==> config.mk <==
export PLATFORM = sky130hd
export DESIGN_NAME = enc_disp_scan_ctrl
export DESIGN_NICKNAME = d
export VERILOG_FILES = /design/src/rtl/enc_disp_scan_ctrl.sv
export SDC_FILE = /design/constraint.sdc
export NUM_CORES = 1
export LEC_CHECK = 0
export ABC_CLOCK_PERIOD_IN_PS = 2900
export BUFFER_PORTS_ARGS = -buffer_cell sky130_fd_sc_hd__clkbuf_2
export CORE_UTILIZATION = 39
export DETAILED_ROUTE_END_ITERATION = 12
export PLACE_DENSITY = 0.59
export SYNTH_ARGS = -nofsm -noshare
export SYNTH_HDL_FRONTEND = slang
export SYNTH_SLANG_ARGS = --single-unit
==> constraint.sdc <==
create_clock -name SYSCLK -period 2.9 [get_ports SYSCLK]
set_input_delay 0.29 -clock SYSCLK [delete_from_list [all_inputs] [get_ports SYSCLK]]
set_output_delay 0.29 -clock SYSCLK [all_outputs]
set_load 0.03 [all_outputs]
==> src/rtl/enc_disp_scan_ctrl.sv <==
// Request-line priority encoder with debounced commit and a two-digit
// common-anode seven-segment scan showing the committed code as 0-15.
//
//   state | meaning
//   ------+--------------------------------------------------------------
//   IDLE  | candidate matches the committed code, nothing pending
//   COUNT | candidate differs, counting consecutive identical samples
//   HOLD  | one-cycle settle after a commit before watching again
module enc_disp_scan_ctrl #(
    parameter int DEBOUNCE_CYCLES = 1000,
    parameter int SCAN_DIV        = 5000
) (
    input  logic       SYSCLK,
    input  logic       NSYSRESET,
    input  logic       EI,
    input  logic [7:0] DataIn,
    input  logic [7:0] DataIn_0,
    output logic [3:0] Code,
    output logic       Valid,
    output logic       NewCode,
    output logic [1:0] DigSel,
    output logic [6:0] Seg
);

    localparam int CW = $clog2(DEBOUNCE_CYCLES);
    localparam int SW = $clog2(SCAN_DIV);
    localparam logic [CW-1:0] CNT_MAX  = CW'(DEBOUNCE_CYCLES - 1);
    localparam logic [SW-1:0] SCAN_MAX = SW'(SCAN_DIV - 1);
    localparam logic [6:0]    DASH     = 7'b0111111;
    localparam logic [6:0]    BLANK    = 7'b1111111;

    typedef enum logic [1:0] {IDLE, COUNT, HOLD} state_t;

    state_t          state_q, state_d;
    logic [CW-1:0]   cnt_q, cnt_d;
    logic [SW-1:0]   scan_cnt;
    logic            tens_q;
    logic            ei_s1, ei_s2;
    logic [15:0]     req_s1, req_s2;
    logic [4:0]      cand, cand_prev, committed;
    logic            any;
    logic [3:0]      idx;
    logic            commit;

    function automatic logic [6:0] digit_pat(input logic [3:0] d);
        case (d)
            4'd0:    digit_pat = 7'b1000000;
            4'd1:    digit_pat = 7'b1111001;
            4'd2:    digit_pat = 7'b0100100;
            4'd3:    digit_pat = 7'b0110000;
            4'd4:    digit_pat = 7'b0011001;
            4'd5:    digit_pat = 7'b0010010;
            4'd6:    digit_pat = 7'b0000010;
            4'd7:    digit_pat = 7'b1111000;
            4'd8:    digit_pat = 7'b0000000;
            4'd9:    digit_pat = 7'b0010000;
            default: digit_pat = BLANK;
        endcase
    endfunction

    function automatic logic [6:0] slot_pat(input logic v, input logic [3:0] c, input logic tens);
        if (!v)
            slot_pat = DASH;
        else if (tens)
            slot_pat = (c >= 4'd10) ? digit_pat(4'd1) : BLANK;
        else
            slot_pat = digit_pat((c >= 4'd10) ? c - 4'd10 : c);
    endfunction

    always_ff @(posedge SYSCLK) begin
        if (!NSYSRESET) begin
            ei_s1  <= 1'b1;
            ei_s2  <= 1'b1;
            req_s1 <= '1;
            req_s2 <= '1;
        end else begin
            ei_s1  <= EI;
            ei_s2  <= ei_s1;
            req_s1 <= {DataIn, DataIn_0};
            req_s2 <= req_s1;
        end
    end

    // Ascending scan so the highest-numbered low request wins.
    always_comb begin
        any = 1'b0;
        idx = 4'd0;
        if (!ei_s2) begin
            for (int i = 0; i < 16; i++) begin
                if (!req_s2[i]) begin
                    any = 1'b1;
                    idx = i[3:0];
                end
            end
        end
    end

    assign cand = {any, idx};
    // A released code compares as {0,0} so a held release does not re-trigger.
    assign committed = Valid ? {1'b1, Code} : 5'd0;

    always_comb begin
        state_d = state_q;
        cnt_d   = cnt_q;
        commit  = 1'b0;
        case (state_q)
            IDLE: begin
                if (cand != committed) begin
                    state_d = COUNT;
                    cnt_d   = '0;
                end
            end
            COUNT: begin
                if (cand != cand_prev) begin
                    cnt_d = '0;
                end else if (cnt_q == CNT_MAX) begin
                    if (cand != committed) begin
                        commit  = 1'b1;
                        state_d = HOLD;
                    end else begin
                        state_d = IDLE;
                    end
                end else begin
                    cnt_d = cnt_q + 1'b1;
                end
            end
            HOLD:    state_d = IDLE;
            default: state_d = IDLE;
        endcase
    end

    always_ff @(posedge SYSCLK) begin
        if (!NSYSRESET) begin
            state_q   <= IDLE;
            cnt_q     <= '0;
            cand_prev <= 5'd0;
            Code      <= 4'd0;
            Valid     <= 1'b0;
            NewCode   <= 1'b0;
        end else begin
            state_q   <= state_d;
            cnt_q     <= cnt_d;
            cand_prev <= cand;
            NewCode   <= commit & any;
            if (commit) begin
                Valid <= any;
                if (any)
                    Code <= idx;
            end
        end
    end

    always_ff @(posedge SYSCLK) begin
        if (!NSYSRESET) begin
            scan_cnt <= '0;
            tens_q   <= 1'b0;
            Seg      <= DASH;
        end else if (scan_cnt == SCAN_MAX) begin
            scan_cnt <= '0;
            tens_q   <= ~tens_q;
            Seg      <= slot_pat(Valid, Code, ~tens_q);
        end else begin
            scan_cnt <= scan_cnt + 1'b1;
        end
    end

    assign DigSel = {~tens_q, tens_q};

endmodule

==> results of run 1 <==
-- critical path, cell delays in order, from the launching register on --
cell and delay (ns):
dfxtp_1 0.36, nand2b_1 0.12, a21boi_1 0.08, o31a_1 0.30, or3_4 0.38, a2111oi_4 0.50, and2b_2 0.39, a41oi_1 0.15
a311oi_1 0.28
-- routing by layer --
layer | share of wire | track usage | vias to the layer above
met5 | 0 | 0 | -
met4 | 0.013 | 0.0530 | 0
met3 | 0.045 | 0.0588 | 7
met2 | 0.43 | 0.243 | 38
met1 | 0.51 | 0.222 | 1192
li1 | - | - | 1367
-- power by group --
| part | total [mW] | switching (mW) | internal [mW] |
|---|---|---|---|
| clock network | 0.732 | 0.381 | 0.352 |
| logic | 0.149 | 0.0826 | 0.0669 |
| registers | 1.12 | 0.0176 | 1.10 |
-- cells in the mapped netlist (3+ instances only) --
library cell	number
o22ai_1	3
clkbuf_1	13
a41oi_1	4
and3_1	5
dfxtp_1	78
a211oi_1	3
ha_1	8
o211ai_1	3
o21ai_0	7
nor3_1	4
xnor2_1	9
inv_1	14
nor2_1	36
nand3_1	12
a31oi_1	5
xor2_1	8
nand4_1	7
a21oi_1	14
nand2_1	39
a311oi_1	5
nand2b_1	42
mux2i_1	5
and4_1	3
-- cell usage in the layout, fill, tap and decap left out, types with 7 or more instances in the layout --
cell type / instances
nand2b_1: 42
xor2_1: 8
clkbuf_2: 33
dfxtp_1: 78
nand4_1: 7
a21oi_1: 14
nand2_1: 39
nor2_1: 36
xnor2_1: 9
inv_1: 14
ha_1: 8
clkbuf_8: 11
o21ai_0: 7
nand3_1: 12
-- worst max path at each step --
| stage | from | end | slack (ns) | depth (start not counted) |
|---|---|---|---|---|
| floorplan | ei_s2 | Code[2] | 0.33 | 8 |
| finish | req_s2[5] | cnt_q[8] | 0.26 | 8 |
| CTS | req_s2[5] | cnt_q[5] | 0.25 | 8 |
| global route | req_s2[5] | cnt_q[5] | 0.09 | 8 |
| detailed placement | req_s2[5] | cnt_q[5] | 0.27 | 8 |
| global placement | req_s2[5] | Code[2] | 0.35 | 8 |
-- sequential cells by signal, summed over array words and instances, names as in the netlist, 2 cells and up --
register / flops
Code: 4
Seg: 7
cand_prev: 5
cnt_q: 10
req_s1: 16
req_s2: 16
scan_cnt: 13
state_q: 2
-- cells by family after synthesis --
logic type / after synthesis / synth area share
AND/OR/NAND/NOR: 169 / 0.269
flip-flops: 78 / 0.463
AO/OA/AOI/OAI: 64 / 0.139
buffers and inverters: 30 / 0.0360
XOR/XNOR: 17 / 0.0442
adder cells (fa/ha/maj): 8 / 0.0297
multiplexers: 6 / 0.0193
-- cell type report --
type	instances	area share
tap	105	0.0345
timing repair buffer	38	0.0532
clock inverter	3	0.00525
sequential	78	0.410
clock buffer	12	0.0407
multi-input combinational	264	0.443
inverter	14	0.0138
==> flow_metrics.tcl, run 1 <==
set metrics [dict create \
    cts_tree "built" \
    numCtsBuffers 9 \
    setup_slack_ns 0.256 \
    crit_path_end_kind "flip-flop" \
    ir_worst_vdd_v 0.000248 \
    tns_ns 0 \
    final_cells 514 \
    num_rows 33 \
    cts_hold_buffers 0 \
    power_density_nw_per_um2 525 \
    syn-instance-count 372 \
    ys.flop_type "dfxtp_1" \
    avgSynthCellArea_um2 9.06 \
    gp_congestion 0.781 \
    multi_input_area_um2 1690 \
    drt-initial-drc-count 134 \
    clkSlewWorstSetupHoldPaths_ns 0.08 \
    yosys_register_bits 78 \
    max_freq_mhz 378 \
    initial_core_util 0.406 \
    fin_area_um2 3810 \
    grt_max_degree 51 \
    seq_area_um2 1560 \
    yosysUniqueCellTypes 59 \
    worstHoldStart "DataIn[6]" \
    placed_cells 499 \
    grt.total_usage 0.165 \
    cap_violations 0 \
    r2r-start "req_s2[5]" \
    vias_per_cell 5.07 \
    fin_crit_ns 2.64 \
    clock-sinks 78 \
    grt_pass1_vias 2393 \
    core_area_um2 8300 \
    drive_above_1_share 0.156 \
    synth.area.top_cells "dfxtp_1 46%, nand2b_1 7.8%, nand2_1 4.3%" \
    port_buffers 33 \
    final.setup_skew_ns 0.00725 \
    area_growth_pct 13.1 \
    ys_seq_area_frac 0.463 \
    yosysTopAreaCell "dfxtp_1" \
    rr_endpoint "cnt_q[8]" \
    max_slew_margin 0.621 \
    n_fill_cell 818 \
    clk_latency_ns 0.35 \
    htree_levels 3 \
    min_path_cells 2 \
    synth_fp_nets 399 \
    cp.required_ns 3.15 \
    reg2reg_slack_ns 0.26 \
    hold_viol_final 0 \
    finalWirelength_um 6540 \
    cts_resized 0 \
    dp.final_hpwl_um 4560 \
    placed_area_um2 3640 \
    hp-class "in -> reg" \
    drt_first_pass_iters 4 \
    grt_pass1_wl_um 11300 \
    synth_top_area_share 0.463 \
    vias 2604 \
    nets 432 \
    wl_per_cell_um 12.7 \
    clockBufferDepth 2 \
    maxSlewViolCount 0 \
    post_cts_buffers 0 \
    min_period_over_period 0.912 \
    cp-start-kind "flip-flop" \
    power_mw 2.00 \
    setup_viol 0 \
    hold_slack_ns 0.119 \
    ys.warnings.count 0 \
    insertedDiodeCount 0 \
    final_util 0.459 \
    reg2reg_depth 8 \
    dieArea_um2 9020 \
    io_pins 34 \
    path_max_fanout 14 \
    route.detailed.drc 0 \
    ant_nets 0 \
    hold_end "req_s1[14]" \
    ys_async_sr_fraction 0 \
    grt-ovfl-total 0 \
    setup.worst_path.class "reg -> reg" \
    leakagePower_nw 1.50 \
    die_w_um 95.0 \
    die_h_um 95.0 \
    synthesis.area_um2 3370 \
    tightest_slew_ns 0.564 \
    crit_arrival_ns 2.90 \
    root_buffer "clkbuf_8" \
    synth_edf_count 0 \
    status "finished clean" \
    antenna_found_initial 0 \
    rsz0062_at_grt "no" \
    place_worst_setup_slack_ns 0.274 \
]
(Power assumes the default switching activity.)
==> run 2: changes to the inputs <==
--- a/config.mk
+++ b/config.mk
@@ -9,7 +9,7 @@
 export BUFFER_PORTS_ARGS = -buffer_cell sky130_fd_sc_hd__clkbuf_2
 export CORE_UTILIZATION = 39
 export DETAILED_ROUTE_END_ITERATION = 12
-export PLACE_DENSITY = 0.59
+export PLACE_DENSITY_LB_ADDON = 0.3
 export SYNTH_ARGS = -nofsm -noshare
 export SYNTH_HDL_FRONTEND = slang
 export SYNTH_SLANG_ARGS = --single-unit
==> run 2 against run 1 <==
Against the previous run: sequential cell count did not move; hold slack lost 0.011 ns; sequential power about the same; first-iteration DRC count decreased by 29%; clock power grew 4.8%; cell count rose by 0.19%; total power rose by 1.8%; setup slack got worse by 0.035 ns; combinational power barely moved.
==> flow_metrics.tcl, run 2 (synthesis gave the netlist of run 1 again) <==
set metrics [dict create \
    status "finished clean" \
    maxSlewViolCount 0 \
    numCtsBuffers 9 \
    cts_tree "built" \
    vias 2633 \
    cts_resized 0 \
    seq_area_um2 1560 \
    area_growth_pct 13.6 \
    p_sw_mw 0.505 \
    pwr-share-seq 0.549 \
    setup.worst_path.class "reg -> reg" \
    path_max_fanout 14 \
    tightest_slew_ns 0.642 \
    grt_pass1_vias 2558 \
    grt_max_degree 33 \
    ir_worst_vdd_v 0.000208 \
    setup_viol 0 \
    crit_path_end_kind "flip-flop" \
    reg2reg_slack_ns 0.22 \
    sw_frac_of_total 0.248 \
    num_rows 33 \
    worstHoldStart "DataIn_0[4]" \
    power_density_nw_per_um2 532 \
    gp_congestion 0.795 \
    grt_pass1_wl_um 11300 \
    rsz0062_at_grt "no" \
    cts_hold_buffers 0 \
    n_fill_cell 827 \
    drive_above_1_share 0.161 \
    tns_ns 0 \
    die_w_um 95.0 \
    wl_per_cell_um 12.8 \
    drt-initial-drc-count 95 \
    place_worst_setup_slack_ns 0.278 \
    nets 432 \
    fin_crit_ns 2.68 \
    io_pins 34 \
    hp-class "in -> reg" \
    fin_area_um2 3830 \
    port_buffers 33 \
    clkSlewWorstSetupHoldPaths_ns 0.08 \
    finalWirelength_um 6600 \
    pwr-share-clk 0.377 \
    dp.final_hpwl_um 4730 \
    min_path_cells 2 \
    setup_slack_ns 0.220 \
    drt_first_pass_iters 4 \
    insertedDiodeCount 0 \
    hold_end "req_s1[4]" \
    antenna_found_initial 0 \
    multi_input_area_um2 1690 \
    mostFrequentLayoutCells "78 x dfxtp_1, 42 x nand2b_1, 39 x nand2_1, 36 x nor2_1, 33 x clkbuf_2" \
    cap_violations 0 \
    reg2reg_depth 8 \
    cp.required_ns 3.15 \
    layout_commonest_cell "dfxtp_1" \
    clk_latency_ns 0.35 \
    leakagePower_nw 1.51 \
    final.setup_skew_ns 0.0143 \
    grt.total_usage 0.163 \
    max_freq_mhz 373 \
    placed_area_um2 3640 \
    ant_nets 0 \
    max_slew_margin 0.572 \
    die_h_um 95.0 \
    reg_top3 "req_s1: 16 flops, req_s2: 16 flops, scan_cnt: 13 flops" \
    crit_arrival_ns 2.93 \
    r2r-start "req_s2[5]" \
    clockBufferDepth 2 \
    hold_slack_ns 0.109 \
    hold_viol_final 0 \
    placed_cells 499 \
    grt-ovfl-total 0 \
    rr_endpoint "cnt_q[8]" \
    min_period_over_period 0.924 \
    final_cells 515 \
    htree_levels 3 \
    core_area_um2 8300 \
    initial_core_util 0.406 \
    pwr-share-comb 0.074 \
    vias_per_cell 5.11 \
    internal_power_mw 1.53 \
    clock-sinks 78 \
    post_cts_buffers 0 \
    dieArea_um2 9020 \
    route.detailed.drc 0 \
    root_buffer "clkbuf_8" \
    cp-start-kind "flip-flop" \
]
run 2: worst max-delay path by stage:
stage              start       end  slack, ns
2_1_floorplan      ei_s2   Code[2]       0.33
3_3_place_gp   req_s2[5]   Code[2]       0.35
3_5_place_dp   req_s2[5]  cnt_q[7]       0.28
4_1_cts        req_s2[5]  cnt_q[8]       0.23
5_1_grt        req_s2[5]  cnt_q[8]       0.07
6_report       req_s2[5]  cnt_q[8]       0.22
run 2: routing by layer:
metal / routed length, µm / vias to the layer above / track usage
met5: 0 / - / 0
met4: 114 / 0 / 0.0745
met3: 195 / 10 / 0.0411
met2: 2990 / 35 / 0.269
met1: 3300 / 1222 / 0.199
li1: - / 1366 / -
run 2: power by group through the flow:
stage / Clock, mW / Combinational, mW / Sequential, mW
finish: 0.767 / 0.151 / 1.12
floorplan: 0 / 0.115 / 1.14
global placement: 0 / 0.148 / 1.14
global route: 0.848 / 0.168 / 1.12
detailed placement: 0 / 0.151 / 1.14
CTS: 0.796 / 0.152 / 1.12
run 2: final cells by class:
type / count / area share
Clock inverter: 5 / 0.0108
Multi-Input combinational cell: 264 / 0.441
Clock buffer: 11 / 0.0395
Sequential cell: 78 / 0.408
Timing Repair Buffer: 38 / 0.0529
Tap cell: 105 / 0.0343
Inverter: 14 / 0.0137
run 2: worst max-delay path, cell delays in order, from the launching register on:
cell and delay [ns]:
dfxtp_1 0.36, nand2b_1 0.12, a21boi_1 0.08, o31a_1 0.31
or3_4 0.38, a2111oi_4 0.50, and2b_2 0.39, a41oi_1 0.16
a311oi_1 0.28
run 2: through the flow:
step / power [mW] / utilization
2_1_floorplan: 1.25 / -
3_3_place_gp: 1.29 / 0.438
3_5_place_dp: 1.29 / 0.438
4_1_cts: 2.06 / 0.461
5_1_grt: 2.14 / 0.461
6_report: 2.04 / 0.461
==> run 3: changes to the inputs <==
--- a/config.mk
+++ b/config.mk
@@ -7,6 +7,9 @@
 export LEC_CHECK = 0
 export ABC_CLOCK_PERIOD_IN_PS = 2900
 export BUFFER_PORTS_ARGS = -buffer_cell sky130_fd_sc_hd__clkbuf_2
+export CAP_MARGIN = 20
+export CELL_PAD_IN_SITES_DETAIL_PLACEMENT = 1
+export CELL_PAD_IN_SITES_GLOBAL_PLACEMENT = 1
 export CORE_UTILIZATION = 39
 export DETAILED_ROUTE_END_ITERATION = 12
 export PLACE_DENSITY_LB_ADDON = 0.3
==> run 3 against run 2 <==
Against the previous run: first-iteration DRC count shrank 8.4%; sequential share of layout area shrank 0.17 points; count of clock-buffer cells in the layout grew 2; non-clock buffer count grew 1; via count grew 2.8%; global-route usage grew 2.6 points; sequential power is essentially flat; setup slack gained 0.019 ns; hold slack gained 0.011 ns; routed wire length grew 15%; clock power grew 8.1%; critical path type unchanged; highest routed layer unchanged.
==> flow_metrics.tcl, run 3 (synthesis gave the netlist of run 1 again) <==
set metrics [dict create \
    initial_core_util 0.406 \
    cp-start-kind "flip-flop" \
    drt-initial-drc-count 87 \
    pwr-share-clk 0.394 \
    crit_arrival_ns 2.92 \
    nets 433 \
    gp_congestion 0.777 \
    post_cts_buffers 0 \
    grt_pass1_vias 2829 \
    port_buffers 33 \
    cts_tree "built" \
    reg_top3 "req_s1: 16 flops, req_s2: 16 flops, scan_cnt: 13 flops" \
    worstPathCellList "nand2b_1 -> a21boi_1 -> o31a_1 -> or3_4 -> a2111oi_4 -> and2b_2 -> a41oi_1 -> a311oi_1" \
    status "finished clean" \
    tns_ns 0 \
    cts_resized 0 \
    path_buf_inv 0 \
    cts_hold_buffers 0 \
    critPathSlowestCell "a2111oi_4" \
    ant_nets 0 \
    die_h_um 95.0 \
    seq_area_um2 1560 \
    min_period_over_period 0.918 \
    dieArea_um2 9020 \
    power_density_nw_per_um2 547 \
    rsz0062_at_grt "no" \
    path_delay_family "compound AO/OA/AOI/OAI gates" \
    max_slew_margin 0.601 \
    vias_per_cell 5.25 \
    clock-sinks 78 \
    die_w_um 95.0 \
    cp.required_ns 3.16 \
    route.detailed.drc 0 \
    ir_worst_vdd_v 0.000229 \
    path_max_fanout 14 \
    num_rows 33 \
    root_buffer "clkbuf_8" \
    cp_slowest_stage_delay_ns 0.50 \
    crit_path_end_kind "flip-flop" \
    clkSlewWorstSetupHoldPaths_ns 0.08 \
    placed_cells 500 \
    final.setup_skew_ns 0.00452 \
    antenna_found_initial 0 \
    pwr-share-comb 0.074 \
    leakagePower_nw 1.52 \
    core_area_um2 8300 \
    cap_violations 0 \
    grt.total_usage 0.189 \
    grt-ovfl-total 0 \
    numCtsBuffers 9 \
    area_growth_pct 14.1 \
    finalWirelength_um 7600 \
    sw_frac_of_total 0.233 \
    vias 2707 \
    tightest_slew_ns 0.594 \
    hold_viol_final 0 \
    p_sw_mw 0.491 \
    dp.final_hpwl_um 5410 \
    hp-class "in -> reg" \
    insertedDiodeCount 0 \
    clockBufferDepth 2 \
    internal_power_mw 1.61 \
    grt_max_degree 44 \
    pwr-share-seq 0.532 \
    drive_above_1_share 0.158 \
    htree_levels 3 \
    hold_slack_ns 0.119 \
    mostFrequentLayoutCells "78 x dfxtp_1, 42 x nand2b_1, 39 x nand2_1, 36 x nor2_1, 33 x clkbuf_2" \
    layout_commonest_cell "dfxtp_1" \
    maxSlewViolCount 0 \
    fin_crit_ns 2.66 \
    setup.worst_path.class "reg -> reg" \
    grt_pass1_wl_um 13200 \
    multi_input_area_um2 1690 \
    max_freq_mhz 376 \
    drt_first_pass_iters 4 \
    setup_viol 0 \
    clk_latency_ns 0.35 \
    final_cells 516 \
    io_pins 34 \
    n_fill_cell 1002 \
    wl_per_cell_um 14.7 \
]
run 3: cell count changes in the layout (fill, tap and decap cells not counted):
| cell | change |
|---|---|
| clkbuf_1 | +2 |
| clkinvlp_4 | -1 |
| bufinv_16 | +1 |
| buf_4 | +1 |
| inv_6 | -1 |
| clkinv_4 | -2 |
| clkinv_2 | +1 |
run 3: final timing paths:
check / slack (ns) / start / cells past startpoint / to
setup reg to reg: 0.24 / req_s2[5] / 8 / cnt_q[5]
setup / recovery: 0.24 / req_s2[5] / 8 / cnt_q[5]
hold reg to reg: 0.41 / req_s1[6] / 1 / req_s2[6]
hold / removal: 0.12 / DataIn_0[4] / 2 / req_s1[4]
run 3: final cells by class:
type / count / share of cell area
multi-input cells: 264 / 0.439
well taps: 105 / 0.0342
clock buffers: 13 / 0.0413
repair buffers: 39 / 0.0547
flip-flops and latches: 78 / 0.406
clock inverters: 3 / 0.0111
inverters: 14 / 0.0137
run 3: power groups by stage:
stage	logic [mW]	registers (mW)	clock network, mW
6_report	0.155	1.12	0.829
5_1_grt	0.174	1.12	0.898
4_1_cts	0.157	1.12	0.862
3_5_place_dp	0.156	1.14	0
3_3_place_gp	0.151	1.14	0
2_1_floorplan	0.115	1.14	0
run 3: through the flow:
step	total power, mW	utilization	area (µm²)	setup slack, ns
finish	2.10	0.463	3840	0.239
global route	2.19	0.463	3840	0.0437
CTS	2.14	0.463	3840	0.252
detailed placement	1.30	0.439	3640	0.261
global placement	1.29	0.439	3640	0.346
floorplan	1.25	-	3370	0.326
run 3: per-layer routing:
metal,GRT usage,share of wire,vias up,wire (µm)
met5,0,0,-,0
met4,0.0644,0.012,0,89
met3,0.0411,0.026,8,194
met2,0.323,0.48,38,3640
met1,0.235,0.48,1300,3680
li1,-,-,1361,-
